<file path="src/rtl/legv8_pkg.sv">
// rtl/legv8_pkg.sv - shared LEGv8 fetch constants, state type and PC helper
package legv8_pkg;

    localparam int INSTR_W = 32;
    localparam logic [INSTR_W-1:0] NOP_INSTR = 32'h0;
    localparam int unsigned PC_INC = 4;

    typedef enum logic [1:0] {
        IDLE = 2'd0,
        REQ  = 2'd1,
        FULL = 2'd2,
        DROP = 2'd3
    } fetch_state_t;

    // Sequential successor of a 64-bit PC; wraps silently at 2^64.
    function automatic logic [63:0] seq_pc(input logic [63:0] pc);
        return pc + 64'(PC_INC);
    endfunction

endpackage

</file>
<file path="src/rtl/fetch_skid.sv">
// rtl/fetch_skid.sv - one-entry instruction+PC buffer used while decode stalls
import legv8_pkg::*;

module fetch_skid #(
    parameter int N = 64
) (
    input  logic               clk,
    input  logic               reset,
    input  logic               load,
    input  logic               unload,
    input  logic               clear,
    input  logic [INSTR_W-1:0] load_instr,
    input  logic [N-1:0]       load_pc,
    output logic [INSTR_W-1:0] instr,
    output logic [N-1:0]       pc,
    output logic               full
);

    // Occupancy flag: clear beats load, load beats unload.
    always_ff @(posedge clk or posedge reset) begin
        if (reset) begin
            full <= 1'b0;
        end else if (clear) begin
            full <= 1'b0;
        end else if (load) begin
            full <= 1'b1;
        end else if (unload) begin
            full <= 1'b0;
        end
    end

    // Payload is captured on load and otherwise held; it is only read while full.
    always_ff @(posedge clk or posedge reset) begin
        if (reset) begin
            instr <= NOP_INSTR;
            pc    <= '0;
        end else if (load && !clear) begin
            instr <= load_instr;
            pc    <= load_pc;
        end
    end

endmodule

</file>
<file path="src/rtl/fetch_stage.sv">
// rtl/fetch_stage.sv - LEGv8 instruction fetch: PC, imem handshake, IF/ID register
import legv8_pkg::*;

module fetch_stage #(
    parameter int           N        = 64,
    parameter logic [N-1:0] RESET_PC = '0
) (
    input  logic               clk,
    input  logic               reset,
    output logic               imem_req,
    output logic [N-1:0]       imem_addr,
    input  logic               imem_ack,
    input  logic [INSTR_W-1:0] imem_rdata,
    input  logic               PCSrc,
    input  logic [N-1:0]       PCBranch,
    input  logic               stall_D,
    input  logic               flush_D,
    output logic [INSTR_W-1:0] instr_D,
    output logic [N-1:0]       pc_D,
    output logic               valid_D
);

    fetch_state_t       state, state_n;
    logic [N-1:0]       pc_f, pc_n;
    logic [N-1:0]       tgt, tgt_n;
    logic [INSTR_W-1:0] instr_n;
    logic [N-1:0]       pc_d_n;
    logic               valid_n;

    logic               skid_load;
    logic               skid_unload;
    logic               skid_clear;
    logic [INSTR_W-1:0] skid_instr;
    logic [N-1:0]       skid_pc;
    logic               skid_full;

    fetch_skid #(.N(N)) u_skid (
        .clk        (clk),
        .reset      (reset),
        .load       (skid_load),
        .unload     (skid_unload),
        .clear      (skid_clear),
        .load_instr (imem_rdata),
        .load_pc    (pc_f),
        .instr      (skid_instr),
        .pc         (skid_pc),
        .full       (skid_full)
    );

    // A request is outstanding in REQ, and also in DROP where the reply is thrown away.
    assign imem_req  = (state == REQ) || (state == DROP);
    assign imem_addr = pc_f;

    // Next-state, next-PC and IF/ID update; a redirect overrides everything else.
    always_comb begin
        state_n     = state;
        pc_n        = pc_f;
        tgt_n       = tgt;
        instr_n     = instr_D;
        pc_d_n      = pc_D;
        valid_n     = valid_D;
        skid_load   = 1'b0;
        skid_unload = 1'b0;
        skid_clear  = 1'b0;

        if (PCSrc) begin
            // Kill the wrong-path instruction in IF/ID and anything parked in the skid.
            valid_n    = 1'b0;
            instr_n    = NOP_INSTR;
            skid_clear = 1'b1;
            case (state)
                IDLE: begin
                    pc_n    = PCBranch;
                    state_n = REQ;
                end
                REQ: begin
                    if (imem_ack) begin
                        pc_n = PCBranch;
                    end else begin
                        // Address must stay put until the in-flight reply returns.
                        tgt_n   = PCBranch;
                        state_n = DROP;
                    end
                end
                FULL: begin
                    pc_n    = PCBranch;
                    state_n = REQ;
                end
                DROP: begin
                    if (imem_ack) begin
                        pc_n    = PCBranch;
                        state_n = REQ;
                    end else begin
                        tgt_n = PCBranch;
                    end
                end
                default: state_n = IDLE;
            endcase
        end else begin
            // Without new data, a flush or a non-stalled decode leaves a bubble behind.
            if (flush_D || !stall_D) begin
                valid_n = 1'b0;
                instr_n = NOP_INSTR;
            end
            case (state)
                IDLE: begin
                    state_n = REQ;
                end
                REQ: begin
                    if (imem_ack) begin
                        pc_n = pc_f + N'(PC_INC);
                        if (!stall_D) begin
                            instr_n = imem_rdata;
                            pc_d_n  = pc_f;
                            valid_n = 1'b1;
                        end else begin
                            // Decode is holding IF/ID, so park the reply and stop fetching.
                            skid_load = 1'b1;
                            state_n   = FULL;
                        end
                    end
                end
                FULL: begin
                    if (!stall_D) begin
                        instr_n     = skid_instr;
                        pc_d_n      = skid_pc;
                        valid_n     = 1'b1;
                        skid_unload = 1'b1;
                        state_n     = REQ;
                    end
                end
                DROP: begin
                    if (imem_ack) begin
                        pc_n    = tgt;
                        state_n = REQ;
                    end
                end
                default: state_n = IDLE;
            endcase
        end
    end

    // Fetch control registers.
    always_ff @(posedge clk or posedge reset) begin
        if (reset) begin
            state <= IDLE;
            pc_f  <= RESET_PC;
            tgt   <= '0;
        end else begin
            state <= state_n;
            pc_f  <= pc_n;
            tgt   <= tgt_n;
        end
    end

    // IF/ID pipeline register.
    always_ff @(posedge clk or posedge reset) begin
        if (reset) begin
            instr_D <= NOP_INSTR;
            pc_D    <= '0;
            valid_D <= 1'b0;
        end else begin
            instr_D <= instr_n;
            pc_D    <= pc_d_n;
            valid_D <= valid_n;
        end
    end

endmodule

</file>
<file path="config.mk">
export PLATFORM = sky130hd
export DESIGN_NAME = fetch_stage
export DESIGN_NICKNAME = d
export VERILOG_FILES = /design/src/rtl/legv8_pkg.sv /design/src/rtl/fetch_skid.sv /design/src/rtl/fetch_stage.sv
export SDC_FILE = /design/constraint.sdc
export NUM_CORES = 1
export LEC_CHECK = 0
export ABC_AREA = 1
export CAP_MARGIN = 30
export CORE_AREA = 2 2 194 196
export CTS_BUF_LIST = sky130_fd_sc_hd__clkbuf_8
export CTS_CLUSTER_SIZE = 10
export DETAILED_ROUTE_END_ITERATION = 8
export DIE_AREA = 0 0 196 198
export PLACE_DENSITY = 0.69
export SLEW_MARGIN = 20
export SYNTH_ARGS = -nofsm -noshare
export SYNTH_HDL_FRONTEND = slang
export SYNTH_SLANG_ARGS = --single-unit
</file>
<file path="constraint.sdc">
create_clock -name clk -period 25 [get_ports clk]
set_input_delay 2.5 -clock clk [delete_from_list [all_inputs] [get_ports clk]]
set_output_delay 2.5 -clock clk [all_outputs]
set_load 0.01 [all_outputs]
</file>
==> results of run 1 <==
worst max-delay path, delay by kind of cell (launching register included):
family                     cells  cell delay, ns
buffers and inverters          2            1.03
DFF                            1            0.43
adders and majority gates      1            0.23
and+or+nand+nor                1            0.24
worst max path at each step:
stage / depth (start not counted) / to / slack (ns) / from
after global placement: 5 / u_skid.pc[26] / 19.33 / PCSrc
after CTS: 4 / imem_req / 19.90 / state[0]
after global routing: 4 / imem_req / 19.79 / state[0]
final: 4 / imem_req / 19.93 / state[0]
after floorplan: 1 / imem_addr[0] / 13.56 / reset
after detailed placement: 8 / pc_D[12] / 19.31 / stall_D
state kept, by name, indices dropped and copies added, names as in the netlist:
signal and cells:
u_skid.instr 32, tgt 64, state 2, valid_D 1
instr_D 32, u_skid.pc 64, imem_addr 64, pc_D 64
cell families (layout without fill, tap and decap cells):
group | Yosys count | in the layout | share of synthesized area
XOR/XNOR | 10 | 10 | 0.005347
AND/OR/NAND/NOR | 990 | 990 | 0.2457
multiplexers | 16 | 16 | 0.01085
AO/OA/AOI/OAI | 472 | 472 | 0.1602
flip-flops | 323 | 323 | 0.4935
adder cells (fa/ha/maj) | 5 | 5 | 0.003819
other | 0 | 1 | 0
buffers and inverters | 326 | 587 | 0.08059
cell usage in the layout, fill, tap and decap left out, types with 3 or more instances in the layout:
cell,instances
nand2_1,660
dfrtp_1,323
clkdlybuf4s50_1,262
inv_1,214
o21ai_0,213
nor2_1,182
a21oi_1,107
nand3_1,103
a31oi_1,70
clkbuf_8,64
o21ai_1,42
a32o_1,32
mux2_2,14
buf_4,14
nor2_2,12
nand2_2,11
inv_2,10
xor2_1,10
nor2_4,7
clkinv_2,6
nand2_4,5
clkinv_1,3
o22ai_1,3
nand4_1,3
ha_1,3
buf_16,3
power groups by stage:
stage	combinational (uW)	sequential, uW	clock, uW
floorplan	596	969	0
finish	1040	989	471
global placement	1010	988	0
detailed placement	1050	994	0
global route	1170	1020	505
CTS	1050	988	481
through the flow:
stage	hold WS [ns]	std cells	util
after floorplan	0.4529	2142	-
after global placement	0.4655	2772	0.5200
after detailed placement	0.4732	2777	0.5229
after CTS	0.4891	2875	0.5521
after global routing	0.4976	2877	0.5536
final	0.4854	2878	0.5536
per-layer routing:
| layer | track usage | up-vias | share of wire |
|---|---|---|---|
| met1 | 0.3534 | 7274 | 0.43 |
| met5 | 0 | - | 0.00024 |
| met4 | 0.09119 | 2 | 0.032 |
| met2 | 0.4135 | 589 | 0.46 |
| met3 | 0.05774 | 94 | 0.081 |
| li1 | - | 7393 | - |
final cells by class:
class	instances	share of cell area
Sequential cell	323	0.3951
Multi-Input combinational cell	1493	0.3436
Timing Repair Buffer	283	0.1411
Clock buffer	64	0.04305
Inverter	206	0.03828
Tap cell	474	0.02899
Clock inverter	34	0.009785
Antenna cell	1	0.0001223
==> metrics, run 1 <==
Clock Tree Buf Depth 3; final net count 2468; first-pass iteration count of the detailed router 7; DRC viols 0; cell taking the most area after synthesis dfrtp_1; Post-synth EDFFs 0; hold path startpoint tgt[10]; Post-CTS Setup Repair Bufs 0; Max Fclk 0.1974 GHz; Critical Path RT 22.50 ns; CP max stage cell clkdlybuf4s50_1; CTS Hold Buffers Added 0; pin count of the biggest net entering global routing 121; status finished clean; Setup Viol. Count Final 0; routed wire length 50550 um; Synth Flop Type dfrtp_1; hpwl dp 35420 um; Yosys cell types 35; Max Slew Vio Count 0; Cell Rows 71; async set-or-reset flop fraction in the synthesized netlist 1.000; Placement Cell Area 19320 um^2; Fill cells 3517; worst-path fanout max 55; P_int 1467 uW; post-CTS sizing 0; Hold Path Depth 2; Setup TNS 0 ns; Starting DRT DRC Count 1355; Synthesized Nets 2249; most common cell in the synthesized netlist nand2_1; Tot Pwr 2505 uW; clk sinks 323; area occupied by multi-input gates 7030 um^2; share of the synthesized area in the top cell type 0.4935; H-tree Lvls 2; crit path cell chain ha_2 -> inv_4 -> nand2_1 -> clkdlybuf4s50_1; Crit Reg-Reg Endpoint pc_D[12]; Fin. Hold Viols 0; P per Cell Area 122.4 nW/um^2; share of layout cells above drive strength 1 0.06866; Worst Tran Pin Value 0.9399 ns; worst r2r src state[0]; leak pwr 0.009632 uW; Clk network pwr share 0.188; Worst EP arrival 2.57 ns; Port Buffers 263; setup ws final 19.93 ns; clock skew 0.02625 ns; total track usage 0.2605; antenna violations before repair 2; Core ar. 36960 um^2; die area 38810 um^2; pre-CTS WS 19.31 ns; Yosys reg bits 323; CTS tree yes; Avg Cell Area, Syn 7.647 um^2; Root Driver clkbuf_8; reg2reg path depth 10; r2r setup slk 21.39 ns; NetSw 1038 uW; die span in y 198 um; post-route cell area 20460 um^2; Setup CP Type flip-flop to primary output; grt total ovfl 0; Worst-Skew Late Latency 0.62 ns; GP Congestion 0.9434; slowest stage delay, CP 0.57 ns; Initial Util 0.4432; relative slew slack 0.3734; Die Width 196 um; FF+latch area 8083 um^2; Cell Area, Synth 16380 um^2; area delta synth->final 24.91%; Vias 15350; Peak VDD IR 0.00007506 V; RSZ-0062 raised after global routing false; Hold Path Class flip-flop to flip-flop; Critical Path Source Type flip-flop; largest cells by area after synthesis dfrtp_1 (49%), nand2_1 (15%), o21ai_0 (6.5%), inv_1 (4.4%), nor2_1 (4.2%); critical path capture point type primary output; Hold Path End tgt[10]; DR WL/cell 17.57 um; Flop pwr share 0.395; Yosys Warn Count 0; Seq/Total Area, Yosys 0.4935; cells after synthesis 2142; Final min period 5.066 ns; Net Sw Frac 0.4145; Post-DRT Antenna Nets 0; max-cap violation count 0; vias in the first global route 14680; combinational group share of total power 0.417; Final Cycle Share 0.2026; I/O Pins 264; top cells by count, synth nand2_1 (661), dfrtp_1 (323), o21ai_0 (213); first-pass GRT wire length 80300 um; CTS buffer count 54; vias per inst 5.334; Reg clk slew, reported paths 0.06 ns
No activity file was read; power rests on OpenSTA's default activity.
==> run 2: changes to the inputs <==
==> constraint.sdc (replaced) <==
create_clock -name clk -period 5 [get_ports clk]
set_input_delay 0.5 -clock clk [delete_from_list [all_inputs] [get_ports clk]]
set_output_delay 0.5 -clock clk [all_outputs]
set_load 0.01 [all_outputs]
==> metrics, run 2 (synthesis results as in run 1) <==
Setup TNS 0 ns; Root Driver clkbuf_8; most frequent CP cell nand2_1; CTS buffer count 55; H-tree Lvls 2; DR WL/cell 17.54 um; Die Width 196 um; leak pwr 0.009669 uW; r2r setup slk 1.82 ns; CTS tree yes; worst-path fanout max 86; Worst path top cell family by delay buffers and inverters; P per Cell Area 623.1 nW/um^2; Fill cells 3440; Clock Tree Buf Depth 3; max-cap violation count 0; slowest stage delay, CP 0.69 ns; pin count of the biggest net entering global routing 116; share of layout cells above drive strength 1 0.07315; pre-CTS WS 1.868 ns; final net count 2470; clk sinks 323; reg2reg path depth 8; Cell Rows 71; Post-DRT Antenna Nets 0; Port Buffers 263; Post-CTS Setup Repair Bufs 0; crit path cell chain ha_2 -> inv_4 -> nand2_1 -> nand2_1 -> inv_1 -> nand2_4 -> buf_4 -> o21ai_0; worst r2r src state[0]; Reg clk slew, reported paths 0.07 ns; routed wire length 50530 um; critical path capture point type flip-flop; RSZ-0062 raised after global routing false; vias per inst 5.392; Worst-Skew Late Latency 0.61 ns; Hold Path Class input port to asynchronous set/reset pin; Vias 15530; fin util 0.5570; status finished clean; Fin. Hold Viols 0; Peak VDD IR 0.0003398 V; most frequent cells in the layout nand2_1 (660), dfrtp_1 (323), clkdlybuf4s50_1 (262), o21ai_0 (213), inv_1 (207); # diodes 0; total track usage 0.2614; Final min period 3.177 ns; Initial Util 0.4432; first-pass iteration count of the detailed router 6; CTS Hold Buffers Added 0; Max Slew Vio Count 0; Critical Path RT 5.44 ns; Core ar. 36960 um^2; Worst EP arrival 3.62 ns; grt total ovfl 0; CP max stage cell buf_4; Setup Viol. Count Final 0; Setup CP Type flip-flop to flip-flop; DRC viols 0; relative slew slack 0.3887; first-pass GRT wire length 80750 um; Starting DRT DRC Count 1158; die area 38810 um^2; area delta synth->final 25.67%; Max Fclk 0.3147 GHz; antenna violations before repair 1; Buf/Inv on CP 3; commonest non-fill, non-tap cell in the layout nand2_1; Worst Tran Pin Value 0.9170 ns; Final Cycle Share 0.6355; vias in the first global route 15120; post-CTS sizing 0; die span in y 198 um; Crit Reg-Reg Endpoint tgt[36]; GP Congestion 0.9194; I/O Pins 264; Critical Path Source Type flip-flop; hpwl dp 34630 um; setup ws final 1.823 ns; clock skew 0.03183 ns
run 2: per-stage QoR:
step,cells,area [um^2],hold WS [ns],power (uW)
after floorplan,2142,16380,0.4529,7829
after global placement,2776,19270,0.4658,9940
after detailed placement,2779,19340,0.4727,10180
after CTS,2879,20570,0.4372,12890
after global routing,2880,20580,0.4740,13820
final,2880,20580,0.3945,12830
run 2: how the worst max path moves through the flow:
stage,startpoint,end,cells after the start
2_1_floorplan,reset,imem_addr[0],1
6_report,state[0],tgt[36],8
5_1_grt,state[0],tgt[58],8
3_3_place_gp,stall_D,instr_D[16],5
3_5_place_dp,PCSrc,u_skid.instr[19],6
4_1_cts,state[0],tgt[36],8
run 2: area by class of cell:
class / count / area, um^2 / share of cell area
clock buffers: 71 / 977.2 / 0.04747
clock inverters: 29 / 252.7 / 0.01228
inverters: 206 / 779.5 / 0.03787
multi-input cells: 1493 / 7032 / 0.3416
flip-flops and latches: 323 / 8083 / 0.3927
well taps: 474 / 593.1 / 0.02881
repair buffers: 284 / 2868 / 0.1393
run 2: report_power, final:
| group | switching, uW | total, uW | internal (uW) |
|---|---|---|---|
| sequential | 1130 | 4930 | 3800 |
| clock | 1140 | 2660 | 1530 |
| combinational | 2970 | 5230 | 2260 |
run 2: routing by layer:
metal  share of wire  track usage  routed length [um]
met1            0.42       0.3457               21420
met2            0.45       0.4124               22790
met5         0.00026            0                  13
met3           0.082      0.06166                4145
met4           0.043       0.1128                2155
run 2: worst register-to-register path: stages (launching register included):
cell and delay (ns):
dfrtp_1 0.43, ha_2 0.23, inv_4 0.46, nand2_1 0.25, nand2_1 0.20, inv_1 0.09, nand2_4 0.32, buf_4 0.71
o21ai_0 0.32
==> run 3: changes to the inputs <==
--- a/config.mk
+++ b/config.mk
@@ -12,7 +12,7 @@
 export CTS_CLUSTER_SIZE = 10
 export DETAILED_ROUTE_END_ITERATION = 8
 export DIE_AREA = 0 0 196 198
-export PLACE_DENSITY = 0.69
+export PLACE_DENSITY = 0.71
 export SLEW_MARGIN = 20
 export SYNTH_ARGS = -nofsm -noshare
 export SYNTH_HDL_FRONTEND = slang
==> constraint.sdc (replaced) <==
create_clock -name clk -period 2.7 [get_ports clk]
set_input_delay 0.27 -clock clk [delete_from_list [all_inputs] [get_ports clk]]
set_output_delay 0.27 -clock clk [all_outputs]
set_load 0.01 [all_outputs]
==> metrics, run 3 (synthesis results as in run 1) <==
CTS tree yes; slowest stage delay, CP 0.62 ns; setup ws final 0.1619 ns; Reg clk slew, reported paths 0.06 ns; CP max stage cell clkdlybuf4s50_1; Buf/Inv on CP 3; antenna violations before repair 4; first-pass iteration count of the detailed router 6; die span in y 198 um; grt total ovfl 0; Worst Tran Pin Value 0.9352 ns; post-CTS sizing 0; most frequent cells in the layout nand2_1 (660), dfrtp_1 (323), clkdlybuf4s50_1 (262), o21ai_0 (213), inv_1 (206); Critical Path RT 2.43 ns; H-tree Lvls 2; Max Fclk 0.3940 GHz; vias in the first global route 15290; routed wire length 51270 um; total track usage 0.2671; commonest non-fill, non-tap cell in the layout nand2_1; critical path capture point type primary output; I/O Pins 264; clk sinks 323; CTS Hold Buffers Added 0; die area 38810 um^2; Worst EP arrival 2.27 ns; Final min period 2.538 ns; Fill cells 3470; Setup Viol. Count Final 0; leak pwr 0.009778 uW; relative slew slack 0.3758; Clock Tree Buf Depth 3; Fin. Hold Viols 0; RSZ-0062 raised after global routing false; Worst-Skew Late Latency 0.63 ns; Peak VDD IR 0.0007966 V; Critical Path Source Type flip-flop; Initial Util 0.4432; Hold Worst Slack 0.1513 ns; crit path cell chain inv_1 -> ha_1 -> inv_1 -> nand2_1 -> clkdlybuf4s50_1; Post-CTS Setup Repair Bufs 0; Post-DRT Antenna Nets 0; CTS buffer count 56; pre-CTS WS 0.3662 ns; hpwl dp 35290 um; Starting DRT DRC Count 1163; GP Congestion 0.9285; first-pass GRT wire length 82230 um; Port Buffers 263; Hold Path Class input port to asynchronous set/reset pin; Max Slew Vio Count 0; status finished clean; Setup CP Type flip-flop to primary output; Setup TNS 0 ns; DR WL/cell 17.70 um; Final Cycle Share 0.9401; DRC viols 0; area delta synth->final 26.90%; clock skew 0.01601 ns; worst-path fanout max 5; Core ar. 36960 um^2; P per Cell Area 1150 nW/um^2; max-cap violation count 0; Worst path top cell family by delay buffers and inverters; final net count 2487; Root Driver clkbuf_8; share of layout cells above drive strength 1 0.07927; r2r setup slk 0.30 ns; Vias 15510; vias per inst 5.353; Cell Rows 71; most frequent CP cell inv_1; Die Width 196 um; pin count of the biggest net entering global routing 122
[run 3: changes by cell type in the layout (fill, tap and decap cells not counted), moves of 2 or more]
| cell | before | now |
|---|---|---|
| buf_12 | 2 | 12 |
| buf_4 | 16 | 26 |
| clkbuf_8 | 71 | 75 |
| buf_16 | 2 | 0 |
| buf_8 | 2 | 0 |
[run 3: path summary, 6_finish.rpt]
path,depth (start not counted),start,end
max in group asynchronous,3,reset,imem_addr[57]
max reg2reg,9,state[1],imem_addr[2]
min reg2reg,2,u_skid.instr[24],u_skid.instr[24]
min,2,reset,u_skid.pc[22]
min in group clk,4,PCSrc,state[1]
max,5,state[1],imem_req
[run 3: through the flow]
step	power, uW	utilization	instances	area, um^2
2_1_floorplan	14500	-	2142	16380
3_3_place_gp	18680	0.5288	2796	19540
3_5_place_dp	19040	0.5288	2796	19540
4_1_cts	24020	0.5624	2896	20780
5_1_grt	25670	0.5624	2896	20780
6_report	23900	0.5624	2897	20780
[run 3: power by group]
group / internal, uW / switching (uW) / total, uW
Clock: 2840 / 2060 / 4910
Sequential: 7040 / 2000 / 9040
Combinational: 4290 / 5650 / 9940
Total: 14200 / 9720 / 23900
[run 3: layout make-up]
cell class	count	area (um^2)	area share
clock inverters	25	206.4	0.009933
flip-flops and latches	323	8083	0.3889
inverters	206	779.5	0.03750
well taps	474	593.1	0.02853
clock buffers	75	1032	0.04966
multi-input cells	1493	7030	0.3382
diodes	1	2.502	0.0001204
repair buffers	300	3058	0.1471
[run 3: routing by layer]
metal,vias up,GRT usage,routed length (um)
li1,7417,-,-
met3,120,0.06132,3903
met5,-,0,41
met1,7376,0.3492,21780
met2,588,0.4252,23530
met4,6,0.1207,2028
==> variant 1, RTL diff (config.mk and constraints of run 3) <==
Re-encode `fetch_state_t` (4 states) as Gray code, 2 bits wide.
--- a/src/rtl/legv8_pkg.sv
+++ b/src/rtl/legv8_pkg.sv
@@ -7,8 +7,8 @@
 
     typedef enum logic [1:0] {
-        IDLE = 2'd0,
-        REQ  = 2'd1,
-        FULL = 2'd2,
-        DROP = 2'd3
+        IDLE = 2'b00,
+        REQ  = 2'b01,
+        FULL = 2'b11,
+        DROP = 2'b10
     } fetch_state_t;
 
Check against the original RTL: same outputs for any inputs over 4 cycles, from zero or initial values and one cycle with reset high; so few cycles prove little.
==> variant 1 against run 3 <==
Utilization decreased by 0.16 points. Critical endpoint unchanged. Wire length increased by 3.7%. Non-clock buffer count decreased by 10. Design area decreased by 0.28%. Die area unchanged. Power decreased by 5.7%. Area after synthesis increased by 1.2%. Via count increased by 3.0%. Sequential cell count unchanged. Worst setup slack improved by 160 ps. Hold slack got worse by 35 ps. Clock skew increased by 15 ps.
==> variant 1: results (changes against run 3) <==
status=completed; Worst-Skew Late Latency=650 ps (+20 ps); Fillers=3524 (+1.6%); WP data arrival=2110 ps (-160 ps); post-synth cell types=31 (-11%); Setup Skew=31.21 ps (+15.21 ps); Cell Area, Placed=0.01966 sq mm (+0.58%); Final HPWL DP=37290 um (+5.7%); Ant. Diodes=0 (-1); htree depth=2 (unchanged); largest net degree at the start of global routing=130 (+6.6%); gr usage total=27.31% (+0.60 points); Leak=0.01020 uW (+4.3%); Post-Synthesis Cells=2300 (+7.4%); slowest stage delay, CP=540 ps (-80 ps); yosys synthesis warning count=0 (unchanged); CTS buffer count=55 (-1.8%); cts repair resizes=0 (unchanged); relative slew slack=45.48% (+7.9 points); synth top area cells=dfrtp_1 (49%), nand2_1 (19%), o21ai_0 (9.6%); Non-Filler Instances=3034 (+4.7%); Post-CTS Hold Buffers=1 (+1); layout cells sized above 1=4.766% (-3.2 points); R2R Setup Slk=330 ps (+30 ps); CP Launch Point=state[0]; WL final=53180 um (+3.7%); worst-path fanout max=3 (-2); Pre-antenna DRT Iters=8 (+2); largest vdd supply drop=0.8171 mV (+2.6%); sequential fraction of the synthesis area=48.76% (-0.58 points); Final nets=2634 (+5.9%); first-pass GRT wire length=82850 um (+0.75%); syn_nets=2406 (+7.0%); placed cells=2944 (+5.3%); clock-pin slew on the worst setup and hold paths=60 ps (about the same); antenna violations before repair=1 (-3); GPL Wtd Cong=0.9318 (+0.36%); vias per cell=5.263 (-1.7%); Hold Path Class=input pin to flop; number of global-route vias before repair=14950 (-2.2%); R2R cell count=10 (+1); Synth top cells by count=nand2_1 (827), dfrtp_1 (323), o21ai_0 (318); CP max-delay cell=clkdlybuf4s50_1; FF-to-FF End=imem_addr[7]; dpl ws=303.5 ps (-62.70 ps); Iter 0 DRT Violations=1341 (+15%)
variant 1: changes by cell type in the layout (fill, tap and decap cells not counted), moves of 8 or more:
cell	run 3	this run
nand3_1	103	112
clkbuf_8	75	67
o21ai_0	213	318
a31oi_1	70	6
mux2_2	14	1
buf_4	26	17
nor2_1	182	141
inv_1	206	290
a32o_1	32	0
a22oi_1	0	32
nand2_2	11	1
nand2_1	660	825
o21ai_1	42	10
a21oi_1	107	93
variant 1: logic make-up after synthesis:
logic type	share of synthesized area [%]
compound gates	15.13
xor+xnor	0.5284
simple gates	25.78
buf+inv	9.435
mux	0.06793
flops	48.76
fa+ha+maj	0.3019
variant 1: metal layers:
metal / wire, um / vias to the layer above / global-route usage [%]
li1: - / 7683 / -
met1: 23490 / 7535 / 37.77
met2: 23290 / 638 / 41.54
met3: 4710 / 109 / 7.290
met4: 1683 / 2 / 9.512
met5: 11 / - / 0
variant 1: power breakdown:
part           switching [uW]  internal, uW  total [uW]
clock                    2000          2390        4390
sequential               2060          6960        9020
combinational            5320          3810        9130
total                    9380         13200       22500
variant 1: final cells by class:
type	instances	share of cell area, %
clock buffer	67	4.449
sequential	323	39.00
tap	474	2.861
clock inverter	22	0.6641
timing repair buffer	290	14.28
inverter	279	5.071
multi-input combinational	1579	33.67
variant 1: through the flow:
stage,hold slack [ps],utilization [%],TNS (ps)
final,115.9,56.08,0
after floorplan,415.2,-,-606840
after global placement,454.5,53.19,0
after CTS,86.07,56.08,0
after global routing,137.5,56.08,0
after detailed placement,463.2,53.19,0
variant 1: how the worst max path moves through the flow:
stage	to	slack (ps)	depth (start not counted)
floorplan	imem_addr[0]	-1880	1
global route	imem_addr[8]	130	10
CTS	imem_req	270	4
global placement	imem_addr[36]	400	10
finish	imem_req	320	4
detailed placement	imem_addr[7]	300	9
==> variant 2, RTL diff (config.mk and constraints of run 3) <==
Without the edit above. `N` is set to 64 in 2 places; all go to 32.
--- a/src/rtl/fetch_skid.sv
+++ b/src/rtl/fetch_skid.sv
@@ -3,5 +3,5 @@
 
 module fetch_skid #(
-    parameter int N = 64
+    parameter int N = 32
 ) (
     input  logic               clk,
--- a/src/rtl/fetch_stage.sv
+++ b/src/rtl/fetch_stage.sv
@@ -3,5 +3,5 @@
 
 module fetch_stage #(
-    parameter int           N        = 64,
+    parameter int           N        = 32,
     parameter logic [N-1:0] RESET_PC = '0
 ) (
Ports: changed (resized PCBranch, imem_addr and pc_D); port bits go from 264 to 168. The function was not compared with the original's and may differ.
==> variant 2 against run 3 <==
Power decreased by 46%. Sequential cell count is 128 lower. Synthesized cell count is 45% lower. Via count fell by 47%. Worst setup slack better by 160 ps. Design area down 41%. Area after synthesis shrank 42%. Wire length down 47%. Critical path type unchanged. Largest power group unchanged.
==> variant 2: results (changes against run 3) <==
CTS buffer count=17 (-70%); relative slew slack=62.24% (+25 points); met2 Usage GRT=21.84% (-21 points); Leak=0.005222 uW (-47%); Async SR Flop Fraction=100.0% (unchanged); seq pwr=5110 uW (-43%); Logic pwr share=43.6% (+2.0 points); htree depth=4 (+2); met1 Use GR=19.18% (-16 points); Setup Skew=18.96 ps (+2.957 ps); PwrDens=1061 mW/mm^2 (-7.7%); Synth top cells by count=nand2_1 (256), dfrtp_1 (195), o21ai_0 (165); Synth Area in Adders=0.6553% (+0.27 points); R2R Setup Slk=540 ps (+240 ps); WP data arrival=2110 ps (-160 ps); antenna violations before repair=0 (-4); placed cells=1766 (-37%); Hold Path Class=input pin to asynchronous set/reset pin; GR Util met3=3.918% (-2.2 points); R2R cell count=10 (+1); Pre-antenna DRT Iters=5 (-1); synth top area cells=dfrtp_1 (51%), nand2_1 (10%), o21ai_0 (8.7%); first-pass GRT wire length=43460 um (-47%); GPL Wtd Cong=0.8323 (-10%); WL per Instance=14.99 um (-15%); Post-Synth XOR/XNOR Area=0.2752% (-0.26 points); sequential fraction of the synthesis area=51.11% (+1.8 points); Final HPWL DP=19820 um (-44%); FF-to-FF End=pc_D[1]; Iter 0 DRT Violations=675 (-42%); clock-pin slew on the worst setup and hold paths=110 ps (+50 ps); slowest stage delay, CP=580 ps (-40 ps); Cell Area, Placed=0.01170 sq mm (-40%); layout cells sized above 1=9.132% (+1.2 points); largest net degree at the start of global routing=99 (-19%); WL final=26970 um (-47%); vias per cell=4.555 (-15%); net switching power figure=5306 uW (-45%); largest vdd supply drop=0.4153 mV (-48%); gr usage total=14.17% (-13 points); Worst Hold Slack=142.5 ps (-8.774 ps); syn_nets=1243 (-45%); status=completed; mux cell area share after synthesis=1.651% (+0.57 points); post-synth cell types=36 (+2.9%); Synth Area in Compound Gates=17.84% (+1.8 points); Final nets=1387 (-44%); Worst-Skew Late Latency=480 ps (-150 ps); Mean Syn Cell Area=8.174 sq um (+6.9%); number of global-route vias before repair=7921 (-48%); port bufs=167 (-37%); Max Root-Sink Buffers=2 (-1); Ant. Diodes=0 (-1)
[variant 2: cell count changes in the layout (fill, tap and decap cells not counted), sizes merged, moves of 64 or more]
cell           delta
o21ai            -72
nand2           -415
a31oi            -64
clkdlybuf4s50    -96
inv             -110
dfrtp           -128
[variant 2: worst max-delay path by stage]
| stage | depth (start not counted) | end | startpoint | slack, ps |
|---|---|---|---|---|
| global placement | 8 | pc_D[1] | imem_ack | 560 |
| global route | 5 | imem_req | state[1] | 210 |
| CTS | 5 | imem_req | state[1] | 280 |
| floorplan | 1 | imem_addr[0] | reset | -90 |
| detailed placement | 8 | pc_D[1] | imem_ack | 540 |
| finish | 5 | imem_req | state[1] | 320 |
[variant 2: cell type report]
class	count	area, sq um
fill	3865	24790
sequential	195	4880
multi-input combinational	805	3945
timing repair buffer	191	1909
tap	474	593.1
inverter	102	389.1
clock buffer	17	234.0
clock inverter	15	219.0
[variant 2: layer usage]
metal	wire, um	up-vias
li1	-	4091
met1	12680	3852
met2	11940	220
met3	1829	31
met4	528	0
met5	0	-
